<file path="src/rtl/uart_tx_arbiter.sv">
// uart_tx_arbiter: shares one UART Tx core between three message sources.
// Whole-message grants, round-robin between messages, watchdog reclaim.
module uart_tx_arbiter #(
    parameter int TIMEOUT = 2_000_000
) (
    input  logic       clk,
    input  logic       rst,
    input  logic [2:0] reqEn,
    input  logic [7:0] reqData0,
    input  logic [7:0] reqData1,
    input  logic [7:0] reqData2,
    output logic [2:0] reqBusy,
    output logic [2:0] reqDone,
    input  logic       coreBusy,
    input  logic       coreDone,
    output logic       txEn,
    output logic [7:0] data,
    output logic [2:0] grant,
    output logic       timeoutErr
);

    localparam int WW = $clog2(TIMEOUT + 1);
    localparam logic [WW-1:0] WDT_LAST = WW'(TIMEOUT - 1);
    localparam logic [WW-1:0] WDT_MAX  = {WW{1'b1}};

    typedef enum logic [1:0] {
        IDLE    = 2'd0,
        GRANT   = 2'd1,
        RELEASE = 2'd2
    } state_t;

    state_t        state, state_nxt;
    logic [2:0]    grant_nxt;
    logic [1:0]    ptr, ptr_nxt;
    logic [WW-1:0] wdt, wdt_nxt;
    logic          to_nxt;
    logic [1:0]    g;
    logic [1:0]    g_succ;
    logic          in_grant;

    // First requester at or after position p, searching p, p+1, p+2 mod 3.
    function automatic logic [2:0] pick(input logic [2:0] req,
                                        input logic [1:0] p);
        logic [2:0] sel;
        int         idx;
        sel = 3'b000;
        for (int k = 2; k >= 0; k--) begin
            idx = (int'(p) + k) % 3;
            if (req[idx]) begin
                sel = 3'b001 << idx;
            end
        end
        return sel;
    endfunction

    // Index of the current owner and the requester after it.
    always_comb begin
        g = 2'd0;
        if (grant[2]) begin
            g = 2'd2;
        end else if (grant[1]) begin
            g = 2'd1;
        end
        g_succ = (g == 2'd2) ? 2'd0 : g + 2'd1;
    end

    // Next-state logic: grant, release and watchdog.
    always_comb begin
        state_nxt = state;
        grant_nxt = grant;
        ptr_nxt   = ptr;
        wdt_nxt   = wdt;
        to_nxt    = 1'b0;
        unique case (state)
            IDLE: begin
                if (reqEn != 3'b000 && !coreBusy) begin
                    grant_nxt = pick(reqEn, ptr);
                    wdt_nxt   = '0;
                    state_nxt = GRANT;
                end
            end
            GRANT: begin
                if (!reqEn[g]) begin
                    state_nxt = RELEASE;
                    ptr_nxt   = g_succ;
                end else if (wdt == WDT_LAST && !coreDone) begin
                    state_nxt = RELEASE;
                    ptr_nxt   = g_succ;
                    to_nxt    = 1'b1;
                end else if (coreDone) begin
                    wdt_nxt = '0;
                end else if (wdt != WDT_MAX) begin
                    wdt_nxt = wdt + 1'b1;
                end
            end
            RELEASE: begin
                if (!coreBusy) begin
                    grant_nxt = 3'b000;
                    state_nxt = IDLE;
                end
            end
            default: begin
                state_nxt = IDLE;
                grant_nxt = 3'b000;
            end
        endcase
    end

    // Registered arbiter state and the timeout pulse.
    always_ff @(posedge clk or posedge rst) begin
        if (rst) begin
            state      <= IDLE;
            grant      <= 3'b000;
            ptr        <= 2'd0;
            wdt        <= '0;
            timeoutErr <= 1'b0;
        end else begin
            state      <= state_nxt;
            grant      <= grant_nxt;
            ptr        <= ptr_nxt;
            wdt        <= wdt_nxt;
            timeoutErr <= to_nxt;
        end
    end

    // Core-side and requester-side muxing from the registered owner.
    always_comb begin
        in_grant = (state == GRANT);
        txEn     = in_grant & |(reqEn & grant);
        data     = 8'h00;
        if (in_grant) begin
            unique case (g)
                2'd1:    data = reqData1;
                2'd2:    data = reqData2;
                default: data = reqData0;
            endcase
        end
        reqDone = {3{coreDone & in_grant}} & grant;
        if (state == IDLE) begin
            reqBusy = {3{coreBusy}};
        end else begin
            reqBusy = (grant & {3{coreBusy}}) | ~grant;
        end
    end

endmodule

</file>
<file path="config.mk">
export PLATFORM = sky130hd
export DESIGN_NAME = uart_tx_arbiter
export DESIGN_NICKNAME = d
export VERILOG_FILES = /design/src/rtl/uart_tx_arbiter.sv
export SDC_FILE = /design/constraint.sdc
export NUM_CORES = 1
export LEC_CHECK = 0
export BUFFER_PORTS_ARGS = -buffer_cell sky130_fd_sc_hd__buf_2
export CORE_ASPECT_RATIO = 1.4
export CORE_MARGIN = 3
export CORE_UTILIZATION = 30
export DETAILED_ROUTE_END_ITERATION = 6
export PLACE_DENSITY_LB_ADDON = 0.15
export SYNTH_ARGS = -nofsm -noshare
export SYNTH_HDL_FRONTEND = slang
export SYNTH_SLANG_ARGS = --single-unit
</file>
<file path="constraint.sdc">
create_clock -name clk -period 3.9 [get_ports clk]
set_input_delay 1.17 -clock clk [delete_from_list [all_inputs] [get_ports clk]]
set_output_delay 1.17 -clock clk [all_outputs]
set_load 0.005 [all_outputs]
</file>
==> results.yml, run 1 <==
status:
  status: "finished, final reports clean"
worst_setup_path:
  required_ps: 4030
  critPathArrivalTime_ps: 3290
  slowest_stage: "or3_1"
  worst_path_dominant_cell_family: "simple AND/OR/NAND/NOR gates"
  r2r_slack_ps: 1020
  worstSetupEndpointType: "flip-flop"
  cpPeakStageDelay_ps: 800
  timing.rr.end: "wdt[7]"
  cp_num_buf_inv: 1
  critPathLaunchType: "input port"
  cpMostUsedCell: "or3_1"
  cp_max_fo: 25
  path_cells: "buf_2, or3_1, a211oi_1, a22o_4, or3_1, o31ai_1"
  reg2reg_depth: 5
  regToRegStartpoint: "grant[1]"
  crit_type: "in2reg"
floorplanning:
  start_util: 0.317
  die_h_um: 109
  core_area_um2: 7160
  pin_count: 50
  row_count: 36
  die_w_um: 79.5
  die-area_um2: 8650
clocking:
  clk_latency_ps: 280
  cts_max_level: 2
  post_cts_buffers: 0
  clk_pin_slew_ps: 60
  root_buffer: "clkbuf_8"
  cts_made_buffers: 5
  ctsResizeCount: 0
  cts_tree: "built"
  cts_buffer_depth: 2
  cts.sinks: 29
  hold_buffers: 0
hold_path:
  hp-start: "wdt[0]"
  hold-path-endpoint: "wdt[0]"
  hold_depth: 1
  hold_class: "reg2reg"
global_routing:
  overflow: 0
  track_usage: 0.158
  grt_pass1_wl_um: 10900
  first_global_vias: 2172
  grt_max_degree: 30
  antenna_found_initial: 0
logic_synthesis:
  synthesis.nets: 300
  ys.flop_type: "dfrtp_1"
  async_reset_ff_frac: 1.00
  post_synth_instance_area_um2: 2270
  ys_types: 53
  synth_edf_count: 0
  synth_top_area_cell: "dfrtp_1"
  synth_top_area_frac: 0.320
  yosysWarnings: 0
  ys_seq_area_frac: 0.320
  syn_inst: 264
  syn_avg_cell_area_um2: 8.59
  synth_top_cells_by_area: "dfrtp_1, o31ai_1, nor2_1"
  yosys_register_bits: 29
power:
  leakagePower_nw: 1.13
  p_clk_frac: 0.192
  p_comb_frac: 0.474
  peakVddDrop_uv: 146
  seq_power_share: 0.334
  switching_power_mw: 0.539
  intPower_mw: 0.708
  power_density_nw_per_um2: 471
  sw_frac_of_total: 0.433
routing:
  drcViolationCount: 0
  dr_total_vias: 2201
  wl_per_cell_um: 16.2
  routed_wl_um: 6510
  ant_nets: 0
  first_pass_iters: 4
  via_per_inst: 5.46
  drt-initial-drc-count: 95
timing:
  finalCritPeriodShare: 0.810
  period_minus_slack_ps: 3160
  rsz0062_at_grt: "false"
  hold_viol_final: 0
  worst_pin_slew_ps: 958
  setup_viol: 0
  setup_tns_ps: 0
  fmax_ghz: 0.317
  max_slew_margin: 0.362
  holdWs_ps: 528
  maxSlewViolCount: 0
  fin_worst_skew_ps: 6.79
final_layout:
  drive_above_1_share: 0.240
  synthToLayoutAreaGrowth_pct: 16.8
  nets: 343
  final_cell_mix: "buf_2, nor2_1, dfrtp_1"
  n_fill_cell: 792
  num_antenna_cells: 0
  layout_commonest_cell: "buf_2"
flow_run:
  cap_violations: 0
placed_design:
  gp_congestion: 0.789
  io_buffers: 49
  hpwlAfterDp_um: 4690
[cells in the mapped netlist (7+ instances only)]
cell type,n
nor2_1,35
dfrtp_1,29
o31ai_1,19
a21oi_1,18
nand2_1,15
o21ai_0,12
clkbuf_1,11
inv_1,11
mux2i_1,10
nand3_1,10
nand4_1,8
nand2b_1,7
[cell families after synthesis]
logic type / count (synthesis) / synth area share
buffers and inverters: 27 / 0.0557
AO/OA/AOI/OAI: 86 / 0.302
flip-flops: 29 / 0.320
AND/OR/NAND/NOR: 106 / 0.244
adder cells (fa/ha/maj): 5 / 0.0276
multiplexers: 11 / 0.0508
[final cells by class]
| type | count | area (µm²) | area share |
|---|---|---|---|
| clock buffer | 8 | 80.1 | 0.0302 |
| inverter | 11 | 41.3 | 0.0156 |
| multi-input combinational | 208 | 1420 | 0.534 |
| timing repair buffer | 52 | 268 | 0.101 |
| sequential | 29 | 726 | 0.274 |
| tap | 95 | 119 | 0.0449 |
[through the flow]
step / power (mW) / utilization / area (µm²) / instances / setup WS (ps)
CTS: 1.26 / 0.370 / 2650 / 403 / 705
global route: 1.36 / 0.370 / 2650 / 403 / 512
floorplan: 0.845 / - / 2270 / 264 / 1180
finish: 1.25 / 0.370 / 2650 / 403 / 741
global placement: 1.02 / 0.359 / 2570 / 395 / 437
detailed placement: 1.02 / 0.359 / 2570 / 395 / 409
[flip-flops by register name, summed over array words and instances, names as in the netlist]
register    count
grant           3
timeoutErr      1
wdt            21
ptr             2
state           2
[worst reg2reg max path: cells and delay by family, from the launching register on]
| kind | cells | cell delay (ps) |
|---|---|---|
| AOI/OAI and AO/OA | 3 | 870 |
| DFF | 1 | 800 |
| muxes | 1 | 310 |
| and+or+nand+nor | 1 | 790 |
[routing by layer]
| layer | part of all wire | global-route usage | up-vias |
|---|---|---|---|
| met5 | 0 | 0 | - |
| li1 | - | - | 1087 |
| met2 | 0.52 | 0.274 | 54 |
| met4 | 0.020 | 0.0676 | 0 |
| met1 | 0.42 | 0.191 | 1050 |
| met3 | 0.041 | 0.0248 | 10 |
[how the worst max path moves through the flow]
stage,startpoint,end,slack [ps],depth (start not counted)
2_1_floorplan,reqEn[1],txEn,1180,2
3_3_place_gp,reqEn[1],wdt[2],440,6
3_5_place_dp,reqEn[1],wdt[15],410,6
4_1_cts,reqEn[1],wdt[15],700,6
5_1_grt,coreBusy,wdt[13],510,6
6_report,reqEn[1],wdt[15],740,6
[power groups by stage]
stage | logic [mW] | registers (mW) | clock network (mW)
final | 0.591 | 0.417 | 0.239
after global routing | 0.666 | 0.429 | 0.262
after CTS | 0.597 | 0.417 | 0.245
after detailed placement | 0.594 | 0.423 | 0
after global placement | 0.596 | 0.423 | 0
after floorplan | 0.473 | 0.372 | 0
Note: power is estimated with default switching activity, not from simulation.
==> inputs of run 2 (changes only) <==
- clock period: 3.9 -> 3.1 ns (I/O delays scaled with it)
==> run 2 against run 1 <==
Combinational power grew 29%. Clock power grew 46%. Worst setup slack lost 370 ps. Clock skew shrank 3.0 ps. Non-clock buffer count grew 4. Sequential power grew 25%. Hold slack gained 21 ps. Routed wire length shrank 0.45%. Cell count grew 0.99%. Die area is the same. Global-route usage shrank 0.14 points. Sequential cell count is the same. Critical endpoint is now data[0].
==> results.yml, run 2 (synthesis gave the netlist of run 1 again) <==
placed_design:
  io_buffers: 49
  hpwlAfterDp_um: 4760
  gp_congestion: 0.842
  dp_slack_ps: 327
  dp.cells: 399
clocking:
  cts_buffer_depth: 2
  ctsResizeCount: 0
  cts_max_level: 2
  clk_latency_ps: 280
  root_buffer: "clkbuf_8"
  cts_made_buffers: 5
  cts_tree: "built"
  hold_buffers: 0
  post_cts_buffers: 0
  clk_pin_slew_ps: 60
  cts.sinks: 29
floorplanning:
  pin_count: 50
  start_util: 0.317
  core_area_um2: 7160
  die_h_um: 109
  row_count: 36
  die_w_um: 79.5
  die-area_um2: 8650
power:
  peakVddDrop_uv: 234
  power_density_nw_per_um2: 605
  leakagePower_nw: 1.17
routing:
  wl_per_cell_um: 15.9
  drcViolationCount: 0
  routed_wl_um: 6480
  drt-initial-drc-count: 127
  dr_total_vias: 2182
  ant_nets: 0
  first_pass_iters: 4
  via_per_inst: 5.36
flow_run:
  cap_violations: 0
worst_setup_path:
  worstSetupEndpointType: "output port"
  crit_type: "reg2out"
  critPathLaunchType: "flip-flop"
  critPathArrivalTime_ps: 1800
  cp_max_fo: 13
  required_ps: 2170
status:
  status: "finished, final reports clean"
final_layout:
  largest_register_ffs: 21
  layout.cells.non_filler: 407
  largestRegisters: "wdt: 21 flops, grant: 3 flops"
  top_register: "wdt"
  final_cell_mix: "buf_2, nor2_1, dfrtp_1"
  layout_commonest_cell: "buf_2"
  n_fill_cell: 746
  synthToLayoutAreaGrowth_pct: 19.1
  nets: 347
  num_antenna_cells: 0
  drive_above_1_share: 0.260
global_routing:
  first_global_vias: 2147
  antenna_found_initial: 0
  grt_max_degree: 30
  track_usage: 0.156
  grt_pass1_wl_um: 10800
  overflow: 0
timing:
  max_slew_margin: 0.438
  rsz0062_at_grt: "false"
  finalCritPeriodShare: 0.880
  setup_tns_ps: 0
  period_minus_slack_ps: 2730
  fmax_ghz: 0.367
  hold_viol_final: 0
  fin_worst_skew_ps: 3.78
  finalWorstSetupSlack_ps: 373
  setup_viol: 0
  worst_pin_slew_ps: 843
  maxSlewViolCount: 0
hold_path:
  hold_class: "reg2reg"
## run 2: per-layer routing
layer,up-vias,part of all wire,GRT usage
met5,-,0,0
li1,1094,-,-
met2,48,0.52,0.291
met1,1033,0.42,0.181
met3,7,0.043,0.0240
met4,0,0.011,0.0479
## run 2: critical path: stages (launching register included)
cell and delay, ps:
dfrtp_1 680, buf_4 240, mux2i_1 200, nor2_1 60, a21oi_1 140, nor2_1 50, buf_2 150
## run 2: final cells by class
class	count	area (µm²)	share of cell area
Clock buffer	7	96.3	0.0357
Clock inverter	1	5.00	0.00185
Inverter	11	41.3	0.0153
Multi-Input combinational cell	208	1420	0.524
Sequential cell	29	726	0.269
Tap cell	95	119	0.0440
Timing Repair Buffer	56	298	0.110
## run 2: path summary, 6_finish.rpt
| kind | start | endpoint | slack [ps] | depth (start not counted) |
|---|---|---|---|---|
| worst max-delay path | grant[1] | data[0] | 370 | 6 |
| worst min-delay path | wdt[20] | wdt[20] | 550 | 1 |
| worst max register to register | grant[2] | wdt[7] | 690 | 6 |
| worst min register to register | wdt[20] | wdt[20] | 550 | 1 |
| max in group asynchronous | rst | wdt[5] | 2090 | 3 |
| min in group asynchronous | rst | timeoutErr | 720 | 3 |
## run 2: per-stage QoR
stage               power, mW   util  instance area, µm²  hold WS [ps]
finish                   1.63  0.377                2700           549
global route             1.78  0.377                2700           569
CTS                      1.65  0.377                2700           559
detailed placement       1.30  0.363                2600           545
global placement         1.30  0.363                2600           520
floorplan                1.06      -                2270           467
## run 2: where the power goes
part	total (mW)	internal (mW)	switching, mW
clock	0.348	0.200	0.147
sequential	0.522	0.422	0.101
combinational	0.763	0.327	0.436
==> inputs of run 3 (changes only) <==
- MAX_ROUTING_LAYER: not set -> met4
==> run 3 against run 2 <==
Sequential cell count is the same. Maximum frequency hardly changed. Global-route usage is 0.41 points higher. Clock power about the same. Count of clock-buffer cells in the layout unchanged. Combinational power barely moved. Hold slack about the same. Register-to-register slack is essentially flat. Die area unchanged. Cell count unchanged. Design area unchanged. Critical path depth unchanged.
==> results.yml, run 3 (synthesis gave the netlist of run 1 again) <==
status:
  status: "finished, final reports clean"
timing:
  setup_tns_ps: 0
  worst_pin_slew_ps: 835
  period_minus_slack_ps: 2730
  holdWs_ps: 549
  fin_worst_skew_ps: 4.48
  fmax_ghz: 0.366
  max_slew_margin: 0.443
  finalWorstSetupSlack_ps: 371
  setup_viol: 0
  maxSlewViolCount: 0
  finalCritPeriodShare: 0.880
  hold_viol_final: 0
  rsz0062_at_grt: "false"
placed_design:
  hpwlAfterDp_um: 4760
  io_buffers: 49
  gp_congestion: 0.855
  dp_slack_ps: 327
floorplanning:
  die-area_um2: 8650
  pin_count: 50
  row_count: 36
  core_area_um2: 7160
  die_h_um: 109
  die_w_um: 79.5
  start_util: 0.317
worst_setup_path:
  critPathArrivalTime_ps: 1800
  slowest_stage: "dfrtp_1"
  critPathLaunchType: "flip-flop"
  cp_max_fo: 13
  cp_num_buf_inv: 2
  required_ps: 2170
  cpMostUsedCell: "nor2_1"
  worstSetupEndpointType: "output port"
  cpPeakStageDelay_ps: 680
  path_cells: "buf_4, mux2i_1, nor2_1, a21oi_1, nor2_1, buf_2"
  worst_path_dominant_cell_family: "flip-flops"
  crit_type: "reg2out"
routing:
  topRoutingLayerUsed: "met4"
  drt-initial-drc-count: 117
  via_per_inst: 5.42
  drcViolationCount: 0
  ant_nets: 0
  dr_total_vias: 2207
  drt-met1-wl_um: 2660
  wl_met3_um: 330
  wl_per_cell_um: 15.9
  first_pass_iters: 4
  wl_met2_um: 3400
  routed_wl_um: 6460
clocking:
  cts_buffer_depth: 2
  cts_max_level: 2
  clk_latency_ps: 280
  cts_made_buffers: 5
  cts_tree: "built"
  cts.sinks: 29
  hold_buffers: 0
  ctsResizeCount: 0
  root_buffer: "clkbuf_8"
  post_cts_buffers: 0
  clk_pin_slew_ps: 60
hold_path:
  hold_class: "reg2reg"
global_routing:
  track_usage: 0.160
  first_global_vias: 2151
  overflow: 0
  grt_pass1_wl_um: 10800
  grt_max_degree: 30
  antenna_found_initial: 0
final_layout:
  multi_input_area_um2: 1420
  n_fill_cell: 746
  drive_above_1_share: 0.260
  layout_commonest_cell: "buf_2"
  largestRegisters: "wdt: 21 flops, grant: 3 flops"
  final_cell_mix: "buf_2, nor2_1, dfrtp_1"
  num_antenna_cells: 0
  synthToLayoutAreaGrowth_pct: 19.1
  largest_register_ffs: 21
  top_register: "wdt"
  regArea_um2: 726
  nets: 347
flow_run:
  cap_violations: 0
power:
  peakVddDrop_uv: 234
  leakagePower_nw: 1.17
  power_density_nw_per_um2: 604
[run 3: cell type report]
class                           count  area share
Clock buffer                        7      0.0357
Clock inverter                      1     0.00185
Inverter                           11      0.0153
Multi-Input combinational cell    208       0.524
Sequential cell                    29       0.269
Tap cell                           95      0.0440
Timing Repair Buffer               56       0.110
[run 3: final timing paths]
kind | slack, ps | cells after the start | start | endpoint
max | 370 | 6 | grant[1] | data[0]
min | 550 | 1 | wdt[20] | wdt[20]
max reg2reg | 690 | 6 | grant[2] | wdt[7]
min reg2reg | 550 | 1 | wdt[20] | wdt[20]
max in group asynchronous | 2090 | 3 | rst | wdt[5]
min in group asynchronous | 720 | 3 | rst | timeoutErr
[run 3: metrics by stage]
| stage | total power [mW] | utilization | cell area (µm²) | instances |
|---|---|---|---|---|
| after CTS | 1.65 | 0.377 | 2700 | 407 |
| after global placement | 1.30 | 0.363 | 2600 | 399 |
| final | 1.63 | 0.377 | 2700 | 407 |
| after detailed placement | 1.30 | 0.363 | 2600 | 399 |
| after global routing | 1.77 | 0.377 | 2700 | 407 |
| after floorplan | 1.06 | - | 2270 | 264 |
[run 3: per-layer routing]
layer,vias to the layer above,GRT usage
li1,1093,-
met1,1047,0.178
met2,60,0.293
met3,7,0.0240
met4,0,0.0479
met5,-,-
[run 3: where the power goes]
part           internal (mW)  switching (mW)  total, mW
logic                  0.327           0.435      0.762
registers              0.422           0.101      0.523
clock network          0.200           0.146      0.347
total                  0.949           0.682       1.63
